==> src/rtl/mips_trace_buffer_if.sv <==
// Signals between the mips core, the trace buffer and the log sink:
// per-cycle write events in, a 3-beat valid/ready record stream and status out.
interface mips_trace_buffer_if #(
  parameter int ADDR_W = 4
);
  logic [31:0]     pc_now;
  logic [31:0]     addr_now;
  logic [31:0]     data_now;
  logic            if_reg;
  logic            if_mem;
  logic            out_valid;
  logic            out_ready;
  logic [31:0]     out_word;
  logic            out_last;
  logic            cpu_stall;
  logic [ADDR_W:0] level;
  logic [15:0]     drop_cnt;

  modport slave (
    input  pc_now, addr_now, data_now, if_reg, if_mem, out_ready,
    output out_valid, out_word, out_last, cpu_stall, level, drop_cnt
  );

  modport master (
    output pc_now, addr_now, data_now, if_reg, if_mem, out_ready,
    input  out_valid, out_word, out_last, cpu_stall, level, drop_cnt
  );
endinterface

==> src/rtl/mips_trace_buffer.sv <==
// Captures mips architectural write events into a record FIFO and drains each
// record as three words (type/PC, address, data) on a valid/ready stream.
module mips_trace_buffer #(
  parameter int DEPTH  = 16,
  parameter int ADDR_W = 4
) (
  input  logic               clk,
  input  logic               reset,
  mips_trace_buffer_if.slave bus
);

  typedef enum logic [1:0] {S_IDLE, S_W0, S_W1, S_W2} state_t;

  typedef struct packed {
    logic [1:0]  kind;
    logic [29:0] pc_word;
    logic [31:0] addr;
    logic [31:0] data;
  } record_t;

  localparam logic [ADDR_W:0]   LVL_FULL  = (ADDR_W + 1)'(DEPTH);
  localparam logic [ADDR_W:0]   LVL_STALL = (ADDR_W + 1)'(DEPTH - 2);
  localparam logic [ADDR_W:0]   LVL_ONE   = (ADDR_W + 1)'(1);
  localparam logic [ADDR_W-1:0] PTR_ONE   = ADDR_W'(1);

  state_t            r_state;
  state_t            w_state_next;
  record_t           r_mem [DEPTH];
  logic [ADDR_W-1:0] r_wr_ptr;
  logic [ADDR_W-1:0] r_rd_ptr;
  logic [ADDR_W:0]   r_level;
  logic [ADDR_W:0]   w_level_next;
  logic [15:0]       r_drop_cnt;
  logic              w_evt;
  logic              w_push;
  logic              w_pop;
  record_t           w_rec;
  record_t           w_head;
  logic              w_unused_pc;

  assign w_evt  = bus.if_reg | bus.if_mem;
  assign w_pop  = (r_state == S_W2) && bus.out_ready;
  // A full FIFO still accepts a record when the head leaves on the same edge.
  assign w_push = w_evt && ((r_level != LVL_FULL) || w_pop);
  assign w_rec  = '{kind:    {bus.if_mem, bus.if_reg},
                    pc_word: bus.pc_now[31:2],
                    addr:    bus.addr_now,
                    data:    bus.data_now};
  assign w_head = r_mem[r_rd_ptr];
  assign w_unused_pc = ^bus.pc_now[1:0];

  always_comb begin
    w_level_next = r_level;
    case ({w_push, w_pop})
      2'b10:   w_level_next = r_level + LVL_ONE;
      2'b01:   w_level_next = r_level - LVL_ONE;
      default: w_level_next = r_level;
    endcase
  end

  // NOTE: all state uses non-blocking assignments so every flop sees pre-edge values.
  always_ff @(posedge clk or negedge reset) begin
    if (!reset) begin
      r_state    <= S_IDLE;
      r_wr_ptr   <= '0;
      r_rd_ptr   <= '0;
      r_level    <= '0;
      r_drop_cnt <= '0;
    end else begin
      r_state <= w_state_next;
      r_level <= w_level_next;
      if (w_push) r_wr_ptr <= r_wr_ptr + PTR_ONE;
      if (w_pop)  r_rd_ptr <= r_rd_ptr + PTR_ONE;
      if (w_evt && !w_push && (r_drop_cnt != 16'hFFFF))
        r_drop_cnt <= r_drop_cnt + 16'd1;
    end
  end

  // NOTE: record storage has no reset; pointers and level alone decide which entries are live.
  always_ff @(posedge clk) begin
    if (w_push) r_mem[r_wr_ptr] <= w_rec;
  end

  always_comb begin
    // NOTE: every output gets a default first so no path infers a latch.
    w_state_next  = r_state;
    bus.out_valid = 1'b0;
    bus.out_word  = '0;
    bus.out_last  = 1'b0;
    case (r_state)
      S_IDLE: begin
        if (r_level != '0) w_state_next = S_W0;
      end
      S_W0: begin
        bus.out_valid = 1'b1;
        bus.out_word  = {w_head.kind, w_head.pc_word};
        if (bus.out_ready) w_state_next = S_W1;
      end
      S_W1: begin
        bus.out_valid = 1'b1;
        bus.out_word  = w_head.addr;
        if (bus.out_ready) w_state_next = S_W2;
      end
      S_W2: begin
        bus.out_valid = 1'b1;
        bus.out_word  = w_head.data;
        bus.out_last  = 1'b1;
        if (bus.out_ready) w_state_next = (w_level_next != '0) ? S_W0 : S_IDLE;
      end
      default: w_state_next = S_IDLE;
    endcase
  end

  assign bus.cpu_stall = (r_level >= LVL_STALL);
  assign bus.level     = r_level;
  assign bus.drop_cnt  = r_drop_cnt;

endmodule

==> src/flat_wrapper.sv <==
// flat-port wrapper written by rule: the top's interface ports become plain ports
module mips_trace_buffer_flat 
#(
  parameter int DEPTH  = 16,
  parameter int ADDR_W = 4
)
  (clk, reset, bus_pc_now, bus_addr_now, bus_data_now, bus_if_reg, bus_if_mem, bus_out_ready, bus_out_valid, bus_out_word, bus_out_last, bus_cpu_stall, bus_level, bus_drop_cnt);
  mips_trace_buffer_if #(.ADDR_W(ADDR_W)) bus_i ();
  input  logic clk;
  input  logic reset;
  input wire logic [$bits(bus_i.pc_now)-1:0] bus_pc_now;
  input wire logic [$bits(bus_i.addr_now)-1:0] bus_addr_now;
  input wire logic [$bits(bus_i.data_now)-1:0] bus_data_now;
  input wire logic [$bits(bus_i.if_reg)-1:0] bus_if_reg;
  input wire logic [$bits(bus_i.if_mem)-1:0] bus_if_mem;
  input wire logic [$bits(bus_i.out_ready)-1:0] bus_out_ready;
  output wire logic [$bits(bus_i.out_valid)-1:0] bus_out_valid;
  output wire logic [$bits(bus_i.out_word)-1:0] bus_out_word;
  output wire logic [$bits(bus_i.out_last)-1:0] bus_out_last;
  output wire logic [$bits(bus_i.cpu_stall)-1:0] bus_cpu_stall;
  output wire logic [$bits(bus_i.level)-1:0] bus_level;
  output wire logic [$bits(bus_i.drop_cnt)-1:0] bus_drop_cnt;
  assign bus_i.pc_now = bus_pc_now;
  assign bus_i.addr_now = bus_addr_now;
  assign bus_i.data_now = bus_data_now;
  assign bus_i.if_reg = bus_if_reg;
  assign bus_i.if_mem = bus_if_mem;
  assign bus_i.out_ready = bus_out_ready;
  assign bus_out_valid = bus_i.out_valid;
  assign bus_out_word = bus_i.out_word;
  assign bus_out_last = bus_i.out_last;
  assign bus_cpu_stall = bus_i.cpu_stall;
  assign bus_level = bus_i.level;
  assign bus_drop_cnt = bus_i.drop_cnt;
  mips_trace_buffer #(.DEPTH(DEPTH), .ADDR_W(ADDR_W)) u_core (.clk(clk), .reset(reset), .bus(bus_i));
endmodule
==> config.mk <==
export PLATFORM = sky130hd
export DESIGN_NAME = mips_trace_buffer_flat
export DESIGN_NICKNAME = d
export VERILOG_FILES = /design/src/rtl/mips_trace_buffer_if.sv /design/src/rtl/mips_trace_buffer.sv /design/src/flat_wrapper.sv
export SDC_FILE = /design/constraint.sdc
export NUM_CORES = 2
export LEC_CHECK = 0
export ABC_AREA = 1
export BUFFER_PORTS_ARGS = -buffer_cell sky130_fd_sc_hd__buf_4
export CAP_MARGIN = 10
export CORE_ASPECT_RATIO = 0.7
export CORE_MARGIN = 1
export CORE_UTILIZATION = 45
export CTS_CLUSTER_DIAMETER = 30
export DETAILED_ROUTE_END_ITERATION = 12
export RECOVER_POWER = 25
export SYNTH_ARGS = -nofsm -noshare
export SYNTH_HDL_FRONTEND = slang
export SYNTH_SLANG_ARGS = --single-unit
==> constraint.sdc <==
create_clock -name clk -period 11.3 [get_ports clk]
set_clock_uncertainty 0.2 [all_clocks]
set_input_delay 3.39 -clock clk [delete_from_list [all_inputs] [get_ports clk]]
set_output_delay 3.39 -clock clk [all_outputs]
set_load 0.02 [all_outputs]
## Yosys cells after proc, flatten, opt, wreduce, memory -nomap -nowiden

Memory sizes are Yosys's and may differ from the RTL's.
Cells that the tools add are included.
Widths: inputs -> output; s select.

| cells by class | value |
|---|---|
| multiply operators | 0 |
| muxes and demuxes | 12 |
| add/subtract/negate cells | 5 |
| reduce and logical (&&, ||, !) cells | 11 |
| div/mod/pow operators | 0 |
| bitwise operators | 1 |
| order comparisons | 1 |
| shift operators | 0 |
| eq/ne operators | 11 |

Operators by type and width:

| operator | count |
|---|---|
| $pmux 32 s3 | 1 |
| $add 16x1->16 const B | 1 |
| $ne 16x16->1 const B | 1 |
| $pmux 5 s2 | 1 |
| $reduce_bool 5->1 | 2 |
| $add 4x1->4 const B | 2 |
| $mux 2 | 4 |
| $pmux 2 s4 | 1 |
| $eq 2x2->1 const B | 3 |
| $ne 2x2->1 const B | 3 |
| $add 5x1->5 const B | 1 |
| $ge 5x4->1 const B | 1 |
| $mux 1 | 5 |
| $ne 5x5->1 const B | 1 |
| $sub 5x1->5 const B | 1 |
| $eq 2x1->1 const B | 2 |
| $logic_and 1x1->1 | 4 |
| $reduce_and 4->1 | 1 |
| $reduce_or 3->1 | 1 |
| $logic_not 2->1 | 1 |
| $ne 2x1->1 const B | 1 |
| $logic_not 1->1 | 1 |
| $logic_or 1x1->1 | 1 |
| $or 1x1->1 | 1 |

| storage, ports and cells | value |
|---|---|
| register bits | 31 |
| memory bits (writable) | 1536 |
| output and inout port bits | 56 |
| memory bits (read-only) | 0 |
| memories | 1 |
| logic and storage cells | 47 |
| bits in latches | 0 |
| input bits | 101 |

Memory list:

| memory | words | bits a word | rd ports | clocked after Yosys merged registers in | wr ports | RTL line | source |
|---|---|---|---|---|---|---|---|
| u_core.r_mem | 16 | 96 | 1 | 0 | 1 | mips_trace_buffer.sv:28 | `record_t r_mem [DEPTH];` |

## Logic depth before layout (Yosys ltp)

| depth | value |
|---|---|
| depth in word-level cells | 10 |
| mapped depth | 19 |

## Least setup slack after synthesis

Ideal clock, no wire load.

| path | value |
|---|---|
| kind | input to register |
| start point | input port bus_out_ready |
| end point | memory u_core.r_mem[11][0] (netlist name), enable pin |
| stages | 6 |
| path buffers | 0 |
| required time | 10.548 ns |
| arrival | 8.210 ns |
| setup slack | 2.338 ns |
| cells stage by stage | nand2_1 -> inv_1 -> nor2_1 -> nor2_1 -> nand2_1 -> nor2_1 |

| between the ends | value |
|---|---|
| cells in the longest elaborated chain, start to end | 5 |

RTL lines:

| what | RTL line | source |
|---|---|---|
| from (decl) | flat_wrapper.sv:16 | `input wire logic [$bits(bus_i.out_ready)-1:0] bus_out_ready;` |
| $logic_and 1x1->1 | mips_trace_buffer.sv:42 | `assign w_pop = (r_state == S_W2) && bus.out_ready;` |
| $logic_or 1x1->1 | mips_trace_buffer.sv:44 | `assign w_push = w_evt && ((r_level != LVL_FULL) \|\| w_pop);` |
| $logic_and 1x1->1 | mips_trace_buffer.sv:44 |  |
| $mux 1 | mips_trace_buffer.sv:81 | `if (w_push) r_mem[r_wr_ptr] <= w_rec;` |
| $mux 1 (not written as such) | mips_trace_buffer.sv:81 |  |
| to (decl) | mips_trace_buffer.sv:28 |  |

Every way passes these cells.

## Worst setup path in the final report

| path | value |
|---|---|
| start point | register u_core.r_rd_ptr[0] |
| end point | output port bus_out_word[30] |

| between the ends | value |
|---|---|
| cells in the longest elaborated chain, start to end | 2 |

RTL lines:

| what | RTL line | source |
|---|---|---|
| from (decl) | mips_trace_buffer.sv:30 | `logic [ADDR_W-1:0] r_rd_ptr;` |
| from (signal assigned) | mips_trace_buffer.sv:73 | `if (w_pop) r_rd_ptr <= r_rd_ptr + PTR_ONE;` |
| $mem_v2 16x96 | n/a |  |
| $pmux 32 s3 | mips_trace_buffer.sv:90 | `case (r_state)` |
| to (decl) | flat_wrapper.sv:18 | `output wire logic [$bits(bus_i.out_word)-1:0] bus_out_word;` |

Every way passes these cells.

==> insert_results.sql <==
INSERT INTO impl_metrics (metric_group, metric, value, unit) VALUES
('layout', 'register_area', '0.04692', 'sq mm'),
('placement', 'io_buffer_count', '154', ''),
('floorplan', 'rows', '114', ''),
('setup_path', 'cp_num_cells', '11', ''),
('timing', 'setup-tns-final', '0', 'ps'),
('layout', 'final_cell_mix', '1536 x sky130_fd_sc_hd__edfxtp_1, 1170 x sky130_fd_sc_hd__nor2_1, 681 x sky130_fd_sc_hd__o21ai_0', ''),
('clock_network', 'cts-hold-fix-buffers', '0', ''),
('clock_network', 'clkTransAtPathRegs', '50', 'ps'),
('synthesis', 'synth_area_per_cell', '12.78', 'sq um'),
('timing', 'highest_clock_frequency_the_design_can_meet', '117.9', 'MHz'),
('placement', 'finalWeightedCongestion', '0.7869', ''),
('placement', 'detailed_place_hpwl', '80680', 'microns'),
('clock_network', 'cts_tree', 'yes', ''),
('layout', 'flow.area_growth_from_synthesis', '17.44', '%'),
('layout', 'nFillCells', '11440', ''),
('floorplan', 'floorplan.die_area', '0.1410', 'sq mm'),
('synthesis', 'netlist_area', '0.06275', 'sq mm'),
('setup_path', 'crit_path_top_delay_cell', 'sky130_fd_sc_hd__buf_4', ''),
('timing', 'setup_viol', '0', ''),
('timing', 'final_hold_vios', '0', ''),
('run', 'drv_cap', '1', ''),
('clock_network', 'clock-root-buffer', 'sky130_fd_sc_hd__clkbuf_16', ''),
('run_status', 'violated_checks', 'capacitance limit, slew limit', ''),
('setup_path', 'critical_path.startpoint_type', 'register', ''),
('timing', 'maxSlewHeadroom', '-0.2221', ''),
('clock_network', 'post_cts_setup_repair_buffer_count', '0', ''),
('timing', 'final-max-slew-violation-count', '32', ''),
('worst_hold_path', 'min_path_type', 'register to register', ''),
('global_route', 'antenna_found_initial', '19', ''),
('setup_path', 'worst-path-buf-inv', '4', ''),
('pwr', 'power-per-cell-area', '299.9', 'mW/mm^2'),
('timing', 'grt_setup_unrepaired', 'false', ''),
('setup_path', 'path_common_cell', 'sky130_fd_sc_hd__nand2_1', ''),
('clock_network', 'post_cts_resized', '0', ''),
('pwr', 'power_leakage', '24.48', 'nW'),
('placement', 'place_inst', '6640', ''),
('floorplan', 'die-width', '448.3', 'microns'),
('synthesis', 'ys_ff_latch', '1567', ''),
('setup_path', 'timing.reg2reg.worst_path_depth', '8', ''),
('floorplan', 'io_pins', '157', ''),
('layout', 'layout_commonest_cell', 'sky130_fd_sc_hd__edfxtp_1', ''),
('layout', 'layoutNonFillerInstCount', '7099', ''),
('clock_network', 'cts_htree_levels', '4', ''),
('route', 'post_drt_wl_per_cell', '24.64', 'microns'),
('route', 'drtPass1Iterations', '5', ''),
('setup_path', 'arrival', '4890', 'ps'),
('timing', 'period_minus_slack', '8482', 'ps'),
('layout', 'post_route_cells_drive_above_1_share', '0.1085', ''),
('route', 'routed_wirelength', '174900', 'microns'),
('layout', 'multi_input_area', '0.01416', 'sq mm'),
('synthesis', 'yosysUniqueCellTypes', '27', ''),
('synthesis', 'synth_cells', '4910', ''),
('pwr', 'ir_drop', '0.2591', 'mV'),
('route', 'remaining_drc_errors', '0', ''),
('setup_path', 'cp_slowest_stage_delay', '890', 'ps'),
('clock_network', 'clock_latency', '840', 'ps'),
('global_route', 'grt_pass1_wl', '256200', 'microns'),
('setup_path', 'critical_path_class', 'register to output port', ''),
('route', 'drt_first_iter_violations', '4547', ''),
('setup_path', 'worst_path_cell_chain', 'inv_8 > buf_4 > o21ai_0 > o211ai_1 > nand3_1 > nand2_1 > nand2_1 > nand3_1 > nand2_1 > inv_1 > buf_4', ''),
('timing', 'tightest_slew', '1833', 'ps'),
('setup_path', 'critical_path_peak_fanout', '148', ''),
('synthesis', 'synth_nets', '5026', ''),
('route', 'vias', '39890', ''),
('floorplan', 'core', '0.1382', 'sq mm'),
('timing', 'timing.final.crit_share', '0.7506', ''),
('setup_path', 'critical_path.endpoint_type', 'output port', ''),
('global_route', 'pin_count_of_the_biggest_net_entering_global_routing', '223', ''),
('route', 'post_drt_via_cell_ratio', '5.619', ''),
('run_status', 'run_status', 'finished with violations', ''),
('floorplan', 'dieHeight', '314.4', 'microns');
-- cell families after synthesis --
family	synth area share
xor gates and xnor gates	0.003210
DFF	0.7474
AOI/OAI and AO/OA	0.1083
buffers and inverters	0.02893
and+or+nand+nor	0.1091
adders and majority gates	0.003111
-- where the power goes --
part           switching [mW]  internal, mW  leakage, nW
Sequential              0.264          7.29         14.3
Clock                    2.83          4.77         4.05
Combinational            5.16          1.78         6.14
Total                    8.26          13.8         24.5
-- layout make-up --
type | count | share of cell area
Clock inverter | 199 | 0.03379
Inverter | 72 | 0.004041
Tap cell | 1856 | 0.03151
Timing Repair Buffer | 209 | 0.02036
Clock buffer | 253 | 0.08129
Antenna cell | 7 | 0.0002377
Sequential cell | 1567 | 0.6366
Multi-Input combinational cell | 2936 | 0.1922
-- state kept, by name, indices dropped and copies added (netlist names) --
signal	flops
u_core.bus.level	5
u_core.r_mem	1536
u_core.bus.drop_cnt	16
u_core.r_state	2
u_core.r_rd_ptr	4
u_core.r_wr_ptr	4
-- per-layer routing --
| metal | wire length [microns] | GRT usage |
|---|---|---|
| met1 | 76130 | 0.3551 |
| met2 | 81140 | 0.3790 |
| met3 | 12650 | 0.04569 |
| met4 | 4839 | 0.08843 |
| met5 | 167 | 0 |
-- path summary, 6_finish.rpt --
kind	start	endpoint	slack (ps)
max	u_core.r_rd_ptr[0]$_DFFE_PN0P_	bus_out_word[30]	2820
min	u_core.bus.drop_cnt[10]$_DFFE_PN0P_	u_core.bus.drop_cnt[10]$_DFFE_PN0P_	350
max reg2reg	u_core.r_state[0]$_DFFE_PN0P_	u_core.r_mem[13][25]$_DFFE_PP_	6590
min reg2reg	u_core.bus.drop_cnt[10]$_DFFE_PN0P_	u_core.bus.drop_cnt[10]$_DFFE_PN0P_	350
max in group asynchronous	reset	u_core.r_rd_ptr[0]$_DFFE_PN0P_	6730
min in group asynchronous	reset	u_core.r_state[1]$_DFFE_PN0P_	2860
-- worst reg2reg max path: stages, from the launching register on --
cell and delay [ps]:
sky130_fd_sc_hd__dfrtp_1 420, sky130_fd_sc_hd__ha_2 380, sky130_fd_sc_hd__nand2_1 160, sky130_fd_sc_hd__inv_1 220, sky130_fd_sc_hd__nor2_1 100, sky130_fd_sc_hd__nor2_1 530, sky130_fd_sc_hd__nand2_1 440, sky130_fd_sc_hd__nor2_4 810
sky130_fd_sc_hd__buf_4 930
-- cells in the mapped netlist (all sizes together) --
library cell | count | share of area
o211ai | 384 | 0.046
xnor2 | 4 | 0.00056
dfrtp | 31 | 0.012
or2 | 1 | 0.00010
nand2 | 289 | 0.017
fa | 1 | 0.00032
a211oi | 1 | 0.00012
inv | 72 | 0.0043
nand4 | 7 | 0.00070
buf | 167 | 0.015
xor2 | 19 | 0.0027
nor3 | 8 | 0.00064
nand3 | 238 | 0.019
nor2 | 1186 | 0.071
a21oi | 4 | 0.00032
clkbuf | 168 | 0.010
o21ai | 776 | 0.062
nor4 | 2 | 0.00020
edfxtp | 1536 | 0.74
ha | 14 | 0.0028
nand3b | 2 | 0.00024
-- metrics by stage --
step	worst slack (ps)	utilization	total power [mW]	instance area, sq um	hold WS, ps
finish	2818	0.5332	22.10	73700	350.0
global route	2542	0.5332	23.11	73690	372.1
CTS	2843	0.5351	22.20	73960	353.2
detailed placement	3747	0.4738	14.59	65480	348.4
global placement	3782	0.4738	14.53	65480	343.2
floorplan	2338	-	11.97	62750	311.7
(Power assumes the default switching activity.)
